File: config.mk
export PLATFORM = sky130hd
export DESIGN_NAME = drive_sequencer
export DESIGN_NICKNAME = d
export VERILOG_FILES = /design/src/rtl/kart_pkg.sv /design/src/rtl/dist_qualifier.sv /design/src/rtl/drive_sequencer.sv
export SDC_FILE = /design/constraint.sdc
export NUM_CORES = 1
export LEC_CHECK = 0
export CELL_PAD_IN_SITES_DETAIL_PLACEMENT = 2
export CELL_PAD_IN_SITES_GLOBAL_PLACEMENT = 2
export CORE_MARGIN = 4
export CORE_UTILIZATION = 38
export DETAILED_ROUTE_END_ITERATION = 16
export GPL_TIMING_DRIVEN = 0
export PLACE_DENSITY = 0.95
export SLEW_MARGIN = 25
export SYNTH_ARGS = -nofsm -noshare
export SYNTH_HDL_FRONTEND = slang
export SYNTH_SLANG_ARGS = --single-unit
File: constraint.sdc
create_clock -name clk -period 5.9 [get_ports clk]
set_input_delay 1.475 -clock clk [delete_from_list [all_inputs] [get_ports clk]]
set_output_delay 1.475 -clock clk [all_outputs]
set_load 0.01 [all_outputs]
File: src/rtl/kart_pkg.sv
// Shared definitions for the kart motion controller.
// Holds the motor mode codes, the tracker "line lost" code, the sequencer
// state encodings and small helpers used by the sequencer and its qualifier.
package kart_pkg;

    // Motor mode codes understood by the motor block.
    localparam logic [2:0] MODE_STOP  = 3'd0;
    localparam logic [2:0] MODE_FWD   = 3'd1;
    localparam logic [2:0] MODE_LEFT  = 3'd2;
    localparam logic [2:0] MODE_RIGHT = 3'd3;
    localparam logic [2:0] MODE_BACK  = 3'd4;

    // Tracker output meaning "no line under any sensor".
    localparam logic [2:0] TRK_LOST   = 3'd5;

    // Sequencer state encodings (also shown on the 7-segment display).
    localparam logic [2:0] IDLE   = 3'd0;
    localparam logic [2:0] GO     = 3'd1;
    localparam logic [2:0] STOP   = 3'd2;
    localparam logic [2:0] BACKUP = 3'd3;
    localparam logic [2:0] SEEK   = 3'd4;
    localparam logic [2:0] HALT   = 3'd5;

    // Largest of three cycle counts, used to size the shared dwell timer.
    function automatic int unsigned max3(input int unsigned a,
                                         input int unsigned b,
                                         input int unsigned c);
        int unsigned m;
        m = a;
        if (b > m) m = b;
        if (c > m) m = c;
        return m;
    endfunction

    // Tracker request to motor mode: TRK_LOST and unused codes mean stop.
    function automatic logic [2:0] track_to_mode(input logic [2:0] trk);
        logic [2:0] m;
        case (trk)
            MODE_STOP, MODE_FWD, MODE_LEFT, MODE_RIGHT, MODE_BACK: m = trk;
            default:                                               m = MODE_STOP;
        endcase
        return m;
    endfunction

    // True for the two turn modes that seek recovery steers with.
    function automatic logic is_turn(input logic [2:0] trk);
        return (trk == MODE_LEFT) || (trk == MODE_RIGHT);
    endfunction

endpackage

File: src/rtl/dist_qualifier.sv
// Debounced, hysteretic qualification of the ultrasonic distance.
// Ports:
//   clk, rst  - clock and synchronous active-high reset
//   distance  - measured distance in cm (unsigned, 20 bit)
//   obstacle  - distance < STOP_CM for DEB_CYC consecutive cycles
//   clear     - distance >= GO_CM for DEB_CYC consecutive cycles
// Between STOP_CM and GO_CM both counters are held at zero, so neither
// condition can qualify inside the hysteresis band.
module dist_qualifier #(
    parameter int unsigned STOP_CM = 20,
    parameter int unsigned GO_CM   = 25,
    parameter int unsigned DEB_CYC = 1_000_000
) (
    input  logic        clk,
    input  logic        rst,
    input  logic [19:0] distance,
    output logic        obstacle,
    output logic        clear
);

    localparam int unsigned CW = $clog2(DEB_CYC + 1);
    localparam logic [CW-1:0] DEB_MAX = CW'(DEB_CYC);
    localparam logic [CW-1:0] CNT_ONE = CW'(1);
    localparam logic [19:0]   STOP_TH = 20'(STOP_CM);
    localparam logic [19:0]   GO_TH   = 20'(GO_CM);

    logic [CW-1:0] obs_cnt_q, obs_cnt_d;
    logic [CW-1:0] clr_cnt_q, clr_cnt_d;

    // Next values of the two saturating debounce counters.
    always_comb begin
        obs_cnt_d = '0;
        clr_cnt_d = '0;
        if (distance < STOP_TH) begin
            if (obs_cnt_q != DEB_MAX) obs_cnt_d = obs_cnt_q + CNT_ONE;
            else                      obs_cnt_d = obs_cnt_q;
        end else begin
            obs_cnt_d = '0;
        end
        if (distance >= GO_TH) begin
            if (clr_cnt_q != DEB_MAX) clr_cnt_d = clr_cnt_q + CNT_ONE;
            else                      clr_cnt_d = clr_cnt_q;
        end else begin
            clr_cnt_d = '0;
        end
    end

    // Counter registers.
    always_ff @(posedge clk) begin
        if (rst) begin
            obs_cnt_q <= '0;
            clr_cnt_q <= '0;
        end else begin
            obs_cnt_q <= obs_cnt_d;
            clr_cnt_q <= clr_cnt_d;
        end
    end

    assign obstacle = (obs_cnt_q == DEB_MAX);
    assign clear    = (clr_cnt_q == DEB_MAX);

endmodule

File: src/rtl/drive_sequencer.sv
// Kart motion sequencer: arbitrates the motor mode between the line tracker,
// the qualified ultrasonic obstacle condition and the start/stop button.
// Ports:
//   clk, rst    - 100 MHz clock, synchronous active-high reset
//   start       - single-cycle button pulse (go from IDLE/HALT, else e-stop)
//   distance    - ultrasonic distance in cm
//   track_mode  - tracker-requested mode (MODE_* or TRK_LOST)
//   mode        - registered motor mode
//   fsm_state   - current state encoding
//   obstacle    - qualified obstacle flag
//   lost        - high while in SEEK or HALT
module drive_sequencer
    import kart_pkg::*;
#(
    parameter int unsigned STOP_CM   = 20,
    parameter int unsigned GO_CM     = 25,
    parameter int unsigned DEB_CYC   = 1_000_000,
    parameter int unsigned BLOCK_CYC = 200_000_000,
    parameter int unsigned BACK_CYC  = 50_000_000,
    parameter int unsigned LOST_CYC  = 100_000_000
) (
    input  logic        clk,
    input  logic        rst,
    input  logic        start,
    input  logic [19:0] distance,
    input  logic [2:0]  track_mode,
    output logic [2:0]  mode,
    output logic [2:0]  fsm_state,
    output logic        obstacle,
    output logic        lost
);

    localparam int unsigned DW = $clog2(max3(BLOCK_CYC, BACK_CYC, LOST_CYC) + 1);
    localparam logic [DW-1:0] T_MAX   = '1;
    localparam logic [DW-1:0] T_ONE   = DW'(1);
    localparam logic [DW-1:0] T_BLOCK = DW'(BLOCK_CYC - 1);
    localparam logic [DW-1:0] T_BACK  = DW'(BACK_CYC - 1);
    localparam logic [DW-1:0] T_LOST  = DW'(LOST_CYC - 1);

    logic          obstacle_s;
    logic          clear_s;
    logic [2:0]    state_q, state_d;
    logic [DW-1:0] dwell_q, dwell_d;
    logic [2:0]    last_turn_q, last_turn_d;
    logic [2:0]    mode_q, mode_d;
    logic          lost_q, lost_d;

    dist_qualifier #(
        .STOP_CM (STOP_CM),
        .GO_CM   (GO_CM),
        .DEB_CYC (DEB_CYC)
    ) u_qual (
        .clk      (clk),
        .rst      (rst),
        .distance (distance),
        .obstacle (obstacle_s),
        .clear    (clear_s)
    );

    // State, dwell timer, remembered turn and registered outputs.
    always_ff @(posedge clk) begin
        if (rst) begin
            state_q     <= IDLE;
            dwell_q     <= '0;
            last_turn_q <= MODE_LEFT;
            mode_q      <= MODE_STOP;
            lost_q      <= 1'b0;
        end else begin
            state_q     <= state_d;
            dwell_q     <= dwell_d;
            last_turn_q <= last_turn_d;
            mode_q      <= mode_d;
            lost_q      <= lost_d;
        end
    end

    // Next-state selection: start pulse outranks every per-state rule.
    always_comb begin
        state_d = IDLE;
        if (start) begin
            if (state_q == IDLE || state_q == HALT) state_d = GO;
            else                                   state_d = IDLE;
        end else begin
            case (state_q)
                IDLE: state_d = IDLE;
                GO: begin
                    if (obstacle_s)               state_d = STOP;
                    else if (track_mode == TRK_LOST) state_d = SEEK;
                    else                          state_d = GO;
                end
                STOP: begin
                    if (clear_s)                  state_d = GO;
                    else if (dwell_q == T_BLOCK)  state_d = BACKUP;
                    else                          state_d = STOP;
                end
                // Obstacle is deliberately ignored while reversing.
                BACKUP: begin
                    if (dwell_q == T_BACK) state_d = GO;
                    else                   state_d = BACKUP;
                end
                SEEK: begin
                    if (obstacle_s)                   state_d = STOP;
                    else if (track_mode != TRK_LOST)  state_d = GO;
                    else if (dwell_q == T_LOST)       state_d = HALT;
                    else                              state_d = SEEK;
                end
                HALT:    state_d = HALT;
                default: state_d = IDLE;
            endcase
        end
    end

    // Dwell timer restarts on any state change; remember the last turn seen in GO.
    always_comb begin
        dwell_d     = '0;
        last_turn_d = last_turn_q;
        if (state_d != state_q)  dwell_d = '0;
        else if (dwell_q != T_MAX) dwell_d = dwell_q + T_ONE;
        else                       dwell_d = dwell_q;
        if (state_q == GO && is_turn(track_mode)) last_turn_d = track_mode;
        else                                      last_turn_d = last_turn_q;
    end

    // Outputs decoded from the next state so they move on the same edge as it.
    always_comb begin
        mode_d = MODE_STOP;
        lost_d = 1'b0;
        case (state_d)
            GO:      mode_d = track_to_mode(track_mode);
            BACKUP:  mode_d = MODE_BACK;
            SEEK:    mode_d = last_turn_q;
            default: mode_d = MODE_STOP;
        endcase
        if (state_d == SEEK || state_d == HALT) lost_d = 1'b1;
        else                                    lost_d = 1'b0;
    end

    assign mode      = mode_q;
    assign fsm_state = state_q;
    assign obstacle  = obstacle_s;
    assign lost      = lost_q;

endmodule

==> metrics.md, run 1 <==
| Metric | Value |
|---|---|
| Status | `complete, no violations` |
| Post-Synthesis Cells | `466` |
| Clock sink count | `78` |
| Post-cts sizing count | `0` |
| Clock Tree Buf Depth | `2` |
| Startpoint Class | `primary input` |
| Hold_buf cts | `0` |
| Initial antenna violation count | `0` |
| Total routed wirelength | `15100 um` |
| Largest net degree at the start of global routing | `13` |
| Reg-to-Reg Start | `u_qual.clr_cnt_q[1]` |
| Worst vdd ir | `245 uV` |
| Layout cells sized above 1 | `0.0621` |
| Clk root buf | `clkbuf_8` |
| Initial Utilization | `0.397` |
| Commonest non-fill, non-tap cell in the layout | `dfxtp_1` |
| Syn avg cell area | `8.44 um^2` |
| # Post-CTS Setup Buffers | `0` |
| Row count | `36` |
| Top post-synthesis cells by area | `dfxtp_1 40%, xor2_1 7.1%, nor2_1 5.7%, nor3_1 5.1%, xnor2_1 4.7%` |
| Num ports | `34` |
| Period utilisation layout | `0.691` |
| Drt initial violations | `between 200 and 300` |
| Setup CP Type | `primary input to flop` |
| Post-synth cell types | `53` |
| Post-synthesis async set-or-reset flop share | `0` |
| Most frequent cells in the layout | `78 x dfxtp_1, 60 x nor2_1, 40 x nor3_1, 34 x nand2_1, 33 x clkdlybuf4s50_1` |
| Overflow after GRT | `0` |
| Worst-skew pair later-pin latency | `roughly 0.37 ns` |
| Gr usage total | `0.263` |
| Die X | `110 um` |
| Number of synthesized flops with an enable pin | `0` |
| Post-synth top area cell | `dfxtp_1` |
| Critical path peak fanout | `10` |
| Synthesized Nets | `497` |
| Yosys warnings | `0` |
| R2R Path End | `dwell_q[8]` |
| RSZ-0062 raised after global routing | `false` |
| Inserted Clock Buffers | `9` |
| ANT nets after route | `0` |
| Critical Path Source | `start` |
| # diodes | `0` |
| Hold Slack | `0.469 ns` |
| Area growth from synthesis to layout | `18.6%` |
| Reg2reg setup slack | `2.78 ns` |
| Register area | `~0.0016 mm^2` |
| First-pass GRT wire length | `24100 um` |
| Post-synthesis sequential area ratio | `0.397` |
| Worst setup margin | `1.82 ns` |
| Routed WL per cell | `23.3 um` |
| Share of Yosys cell area claimed by the top area cell type | `0.397` |
| TritonRoute pass-1 iters | `5` |
| Leakage | `1.49 nW` |
| Flops & latches, synth | `78` |
| CTS tree | `built` |
| Slew margin rel. | `0.548` |
| Die area | `0.0120 mm^2` |
| Reg2Reg Depth | `10` |
| Fin util | `0.470` |
| Gr busiest metal | `met2` |
| Drt drc | `0` |
| DP Worst Slack | `1.60 ns` |
| Detailed placer's ending HPWL | `10400 um` |
| Area of the multi-input gates | `0.00223 mm^2` |
| GR met1 Demand/Resource | `0.275` |
| Setup Skew | `0.0117 ns` |
| Met3 usage | `0.0499` |
| Hold Violations, Final | `0` |
| Final setup fails | `0` |
| CP arrival | `4.33 ns` |
| # port buffers | `33` |
| # fillers | `1099` |
| Slew Viols, Final | `0` |
| Core Area | `0.00991 mm^2` |
| Clock slew at reported path FFs | `0.09 ns` |
| Final Net Count | `541` |
| Power after layout | `1.10 mW` |
| CP Capture Point | `dwell_q[8]` |
| Vias in the first global route | `4429` |
| Setup_tns | `0 ns` |
| Synthesized area | `0.00393 mm^2` |
| H-Tree Depth | `3` |
| Routability congestion estimate from global placement | `0.807` |
| CP Capture Type | `flop` |
| Pwr/cell area | `~240 mW/mm^2` |
| GR Util met2 | `0.517` |
| Dominant register cell in the synthesized netlist | `dfxtp_1` |
| Die Y | `between 100 and 150 um` |
| Final min period | `4.08 ns` |
| Achievable clock frequency | `0.245 GHz` |
| Hold Path Class | `flop to flop` |
| Critical Path RT | `6.16 ns` |
| Worst Tran Pin Value | `0.672 ns` |
| Maximum Capacitance Violations | `0` |
| Vias post-DR | `~3800` |
| DR vias/cell | `~5.9` |
==> metal layers <==
layer	up-vias	wire length, um
met2	85	8540
li1	1763	-
met5	-	0
met3	40	455
met4	0	416
met1	1931	5690
==> final cells by class <==
class	count	share of cell area
Sequential cell	78	0.335
Clock inverter	3	0.0140
Tap cell	133	0.0357
Clock buffer	13	0.0362
Timing Repair Buffer	33	0.0709
Inverter	12	0.00966
Multi-Input combinational cell	360	0.479
Buffer	16	0.0199
==> critical path, stage by stage <==
cell	delay (ns)
clkdlybuf4s50_1	0.69
nor2_1	0.20
nor4b_1	0.20
and4_1	0.22
a311o_1	0.36
nor2_2	0.27
mux2_4	0.43
buf_6	0.18
nor3_1	0.31
==> cell usage after synthesis (all sizes together) (2+ instances only) <==
library cell / count
a31oi: 2
nor2: 61
mux2i: 4
or4b: 3
nand2: 34
dfxtp: 78
nand2b: 3
and4: 6
nor4b: 6
or3: 12
a21oi: 14
clkbuf: 10
nor4bb: 3
ha: 5
mux2: 2
nor4: 10
a32o: 2
nor3: 42
or3b: 3
nor3b: 3
nand4b: 3
nand3: 30
nand3b: 2
buf: 6
nand4: 17
xnor2: 21
o31ai: 2
xor2: 32
inv: 12
and3: 11
and2: 2
o21ai: 8
o211ai: 2
==> metrics by stage <==
stage / instances / instance area (um^2)
final: 648 / 4660
after detailed placement: 632 / 4430
after global routing: 648 / 4660
after CTS: 648 / 4660
after global placement: 632 / 4430
after floorplan: 466 / 3930
==> worst min-delay path by stage <==
stage               cells past startpoint  slack [ns]        endpoint            from
floorplan                               1        0.42  last_turn_q[1]  last_turn_q[1]
global placement                        1        0.44  last_turn_q[1]  last_turn_q[1]
detailed placement                      1        0.44  last_turn_q[1]  last_turn_q[1]
CTS                                     1        0.47  last_turn_q[1]  last_turn_q[1]
global route                            1        0.51  last_turn_q[2]  last_turn_q[2]
finish                                  1        0.47  last_turn_q[1]  last_turn_q[1]
==> sequential cells by signal, summed over array words and instances (netlist names) <==
name / cells
u_qual.clr_cnt_q: 20
fsm_state: 3
dwell_q: 28
mode: 3
lost: 1
last_turn_q: 3
u_qual.obs_cnt_q: 20
==> power breakdown <==
group / internal, mW / switching, mW
Sequential: 0.531 / 0.00632
Clock: 0.273 / 0.209
Combinational: 0.0371 / 0.0458
Total: 0.841 / 0.261
==> logic make-up (layout without fill, tap and decap cells) <==
family          after synthesis  after routing  synth area share
xor+xnor                     53             53             0.118
mux                           6              6            0.0169
simple gates                255            255             0.347
compound gates               41             41            0.0703
fa+ha+maj                     5              5            0.0159
flops                        78             78             0.397
buf+inv                      28             77            0.0350
No activity file was read; power rests on OpenSTA's default activity.
==> run 2, diff against run 1 <==
CORE_UTILIZATION = 35   (was 38)
PLACE_DENSITY = 0.9   (was 0.95)
clock period = 4.1 ns   (was 5.9 ns; I/O delays follow)
==> metrics.md, run 2 (synthesized netlist as in run 1, its figures left out) <==
| Metric | Value |
|---|---|
| Startpoint Class | `primary input (unchanged)` |
| Commonest non-fill, non-tap cell in the layout | `dfxtp_1 (unchanged)` |
| H-Tree Depth | `3 (unchanged)` |
| Worst-skew pair later-pin latency | `0.33 ns (was 0.37 ns)` |
| Hold_buf cts | `0 (unchanged)` |
| Die area | `0.0130 mm^2 (was 0.0120 mm^2)` |
| Worst Tran Pin Value | `0.607 ns (was 0.672 ns)` |
| Clock Tree Buf Depth | `2 (unchanged)` |
| Power after layout | `1.62 mW (was 1.10 mW)` |
| Clock sink count | `78 (unchanged)` |
| Setup CP Type | `primary input to flop (unchanged)` |
| Hold Violations, Final | `0 (unchanged)` |
| Crit-path slowest cell | `clkdlybuf4s50_1 (unchanged)` |
| Worst vdd ir | `251 uV (was 245 uV)` |
| CP bufs+invs | `2 (unchanged)` |
| Critical path peak fanout | `10 (unchanged)` |
| Initial Utilization | `0.359 (was 0.397)` |
| DR vias/cell | `5.62 (was 5.89)` |
| Num ports | `34 (unchanged)` |
| Biggest regs | `dwell_q: 28 flops, u_qual.clr_cnt_q: 20 flops, u_qual.obs_cnt_q: 20 flops (unchanged)` |
| # diodes | `0 (unchanged)` |
| Final Net Count | `541 (unchanged)` |
| Hold Path Class | `flop to flop (unchanged)` |
| Register area | `0.00156 mm^2 (unchanged)` |
| # Post-CTS Setup Buffers | `0 (unchanged)` |
| Setup Skew | `0.00711 ns (was 0.0117 ns)` |
| Die Y | `114 um (was 110 um)` |
| ANT nets after route | `0 (unchanged)` |
| Critical Path RT | `4.31 ns (was 6.16 ns)` |
| Hold Slack | `0.460 ns (was 0.469 ns)` |
| Final min period | `3.65 ns` |
| Reg2reg setup slack | `1.04 ns (was 2.78 ns)` |
| Vias in the first global route | `4162 (was 4429)` |
| CP peak stage delay | `0.69 ns (about the same)` |
| CP arrival | `3.86 ns (was 4.33 ns)` |
| Area growth from synthesis to layout | `19.5% (was 18.6%)` |
| Overflow after GRT | `0 (unchanged)` |
| Worst path cell trace | `clkdlybuf4s50_1, nor2_1, nor4b_1, and4_1, a311o_1, nor2_2, mux2_4, buf_6, nor3_1 (unchanged)` |
| Largest Register | `dwell_q (unchanged)` |
| Pwr/cell area | `344 mW/mm^2 (was 236 mW/mm^2)` |
| CP Capture Type | `flop (unchanged)` |
| Drt drc | `0 (unchanged)` |
| Most frequent cells in the layout | `78 x dfxtp_1, 60 x nor2_1, 40 x nor3_1, 34 x nand2_1, 33 x clkdlybuf4s50_1 (unchanged)` |
| Non-filler cells, final | `655 (was 648)` |
| Finished Cell Area | `0.00470 mm^2 (was 0.00466 mm^2)` |
| Die X | `114 um (was 110 um)` |
| Drt initial violations | `176 (was 255)` |
| TritonRoute pass-1 iters | `4 (was 5)` |
| Gr usage total | `0.210 (was 0.263)` |
| Core Area | `0.0109 mm^2 (was 0.00991 mm^2)` |
| Max reg flops | `28 (unchanged)` |
| # fillers | `1204 (was 1099)` |
| Inserted Clock Buffers | `9 (unchanged)` |
| CTS tree | `built (unchanged)` |
| Maximum Capacitance Violations | `0 (unchanged)` |
| Slew margin rel. | `0.592 (was 0.548)` |
| RSZ-0062 raised after global routing | `false (unchanged)` |
| Layout cells sized above 1 | `0.0544 (was 0.0621)` |
| Clk root buf | `clkbuf_16 (was clkbuf_8)` |
| Largest net degree at the start of global routing | `12 (was 13)` |
| Total routed wirelength | `12900 um (was 15100 um)` |
| Cell family with most CP delay | `simple AND/OR/NAND/NOR gates (unchanged)` |
| Slew Viols, Final | `0 (unchanged)` |
| Dpl cell area | `0.00444 mm^2 (was 0.00443 mm^2)` |
| Vias post-DR | `3678 (was 3819)` |
| Routed WL per cell | `19.7 um (was 23.3 um)` |
| Setup_tns | `0 ns (unchanged)` |
| Detailed placer's ending HPWL | `9080 um (was 10400 um)` |
| Area of the multi-input gates | `0.00223 mm^2 (unchanged)` |
| Inst Count DP | `639 (was 632)` |
| Clock slew at reported path FFs | `0.05 ns (was 0.09 ns)` |
| Status | `complete, no violations (unchanged)` |
| Final setup fails | `0 (unchanged)` |
| Post-cts sizing count | `0 (unchanged)` |
| Row count | `38 (was 36)` |
| Initial antenna violation count | `0 (unchanged)` |
| Leakage | `1.49 nW (about the same)` |
| Routability congestion estimate from global placement | `0.789 (was 0.807)` |
| Period utilisation layout | `0.890` |
| # port buffers | `33 (unchanged)` |
| First-pass GRT wire length | `21900 um (was 24100 um)` |
| Achievable clock frequency | `between 0.2 and 0.3 GHz` |
[run 2: metal layers]
metal,global-route usage,part of all wire,up-vias
met5,0,0,-
met4,0.0625,0.024,0
met3,0.0408,0.026,28
met2,0.382,0.53,61
met1,0.248,0.42,1828
li1,-,-,1761
[run 2: area by class of cell]
class                           instances  share of cell area
Clock buffer                           15              0.0548
Tap cell                              140              0.0373
Multi-Input combinational cell        360               0.475
Clock inverter                          1             0.00106
Timing Repair Buffer                   33              0.0703
Sequential cell                        78               0.332
Inverter                               12             0.00958
Buffer                                 16              0.0197
[run 2: power by group]
part	leakage [nW]	switching, mW	total (mW)	internal [mW]
clock	0.128	0.303	0.730	0.427
sequential	0.629	0.00935	0.774	0.765
combinational	0.736	0.0612	0.114	0.0530
[run 2: worst register-to-register path, cell delays in order (launching register included)]
cell and delay (ns):
dfxtp_1 0.31, buf_6 0.13, or4_1 0.54, nor3_2 0.33
and2_1 0.18, buf_2 0.18, nor3_2 0.07, nor2_2 0.31
mux2_4 0.42, buf_6 0.17, nor3_1 0.30
[run 2: worst paths after layout]
path,start,end,cells after the start
worst max-delay path,start,dwell_q[26],9
worst min-delay path,last_turn_q[1],last_turn_q[1],1
worst max register to register,u_qual.obs_cnt_q[2],dwell_q[26],10
worst min register to register,last_turn_q[1],last_turn_q[1],1
[run 2: through the flow]
stage / utilization / setup slack, ns
after floorplan: - / 1.44
after global placement: 0.406 / 0.432
after detailed placement: 0.406 / 0.259
after CTS: 0.430 / 0.529
after global routing: 0.430 / 0.388
final: 0.430 / 0.452
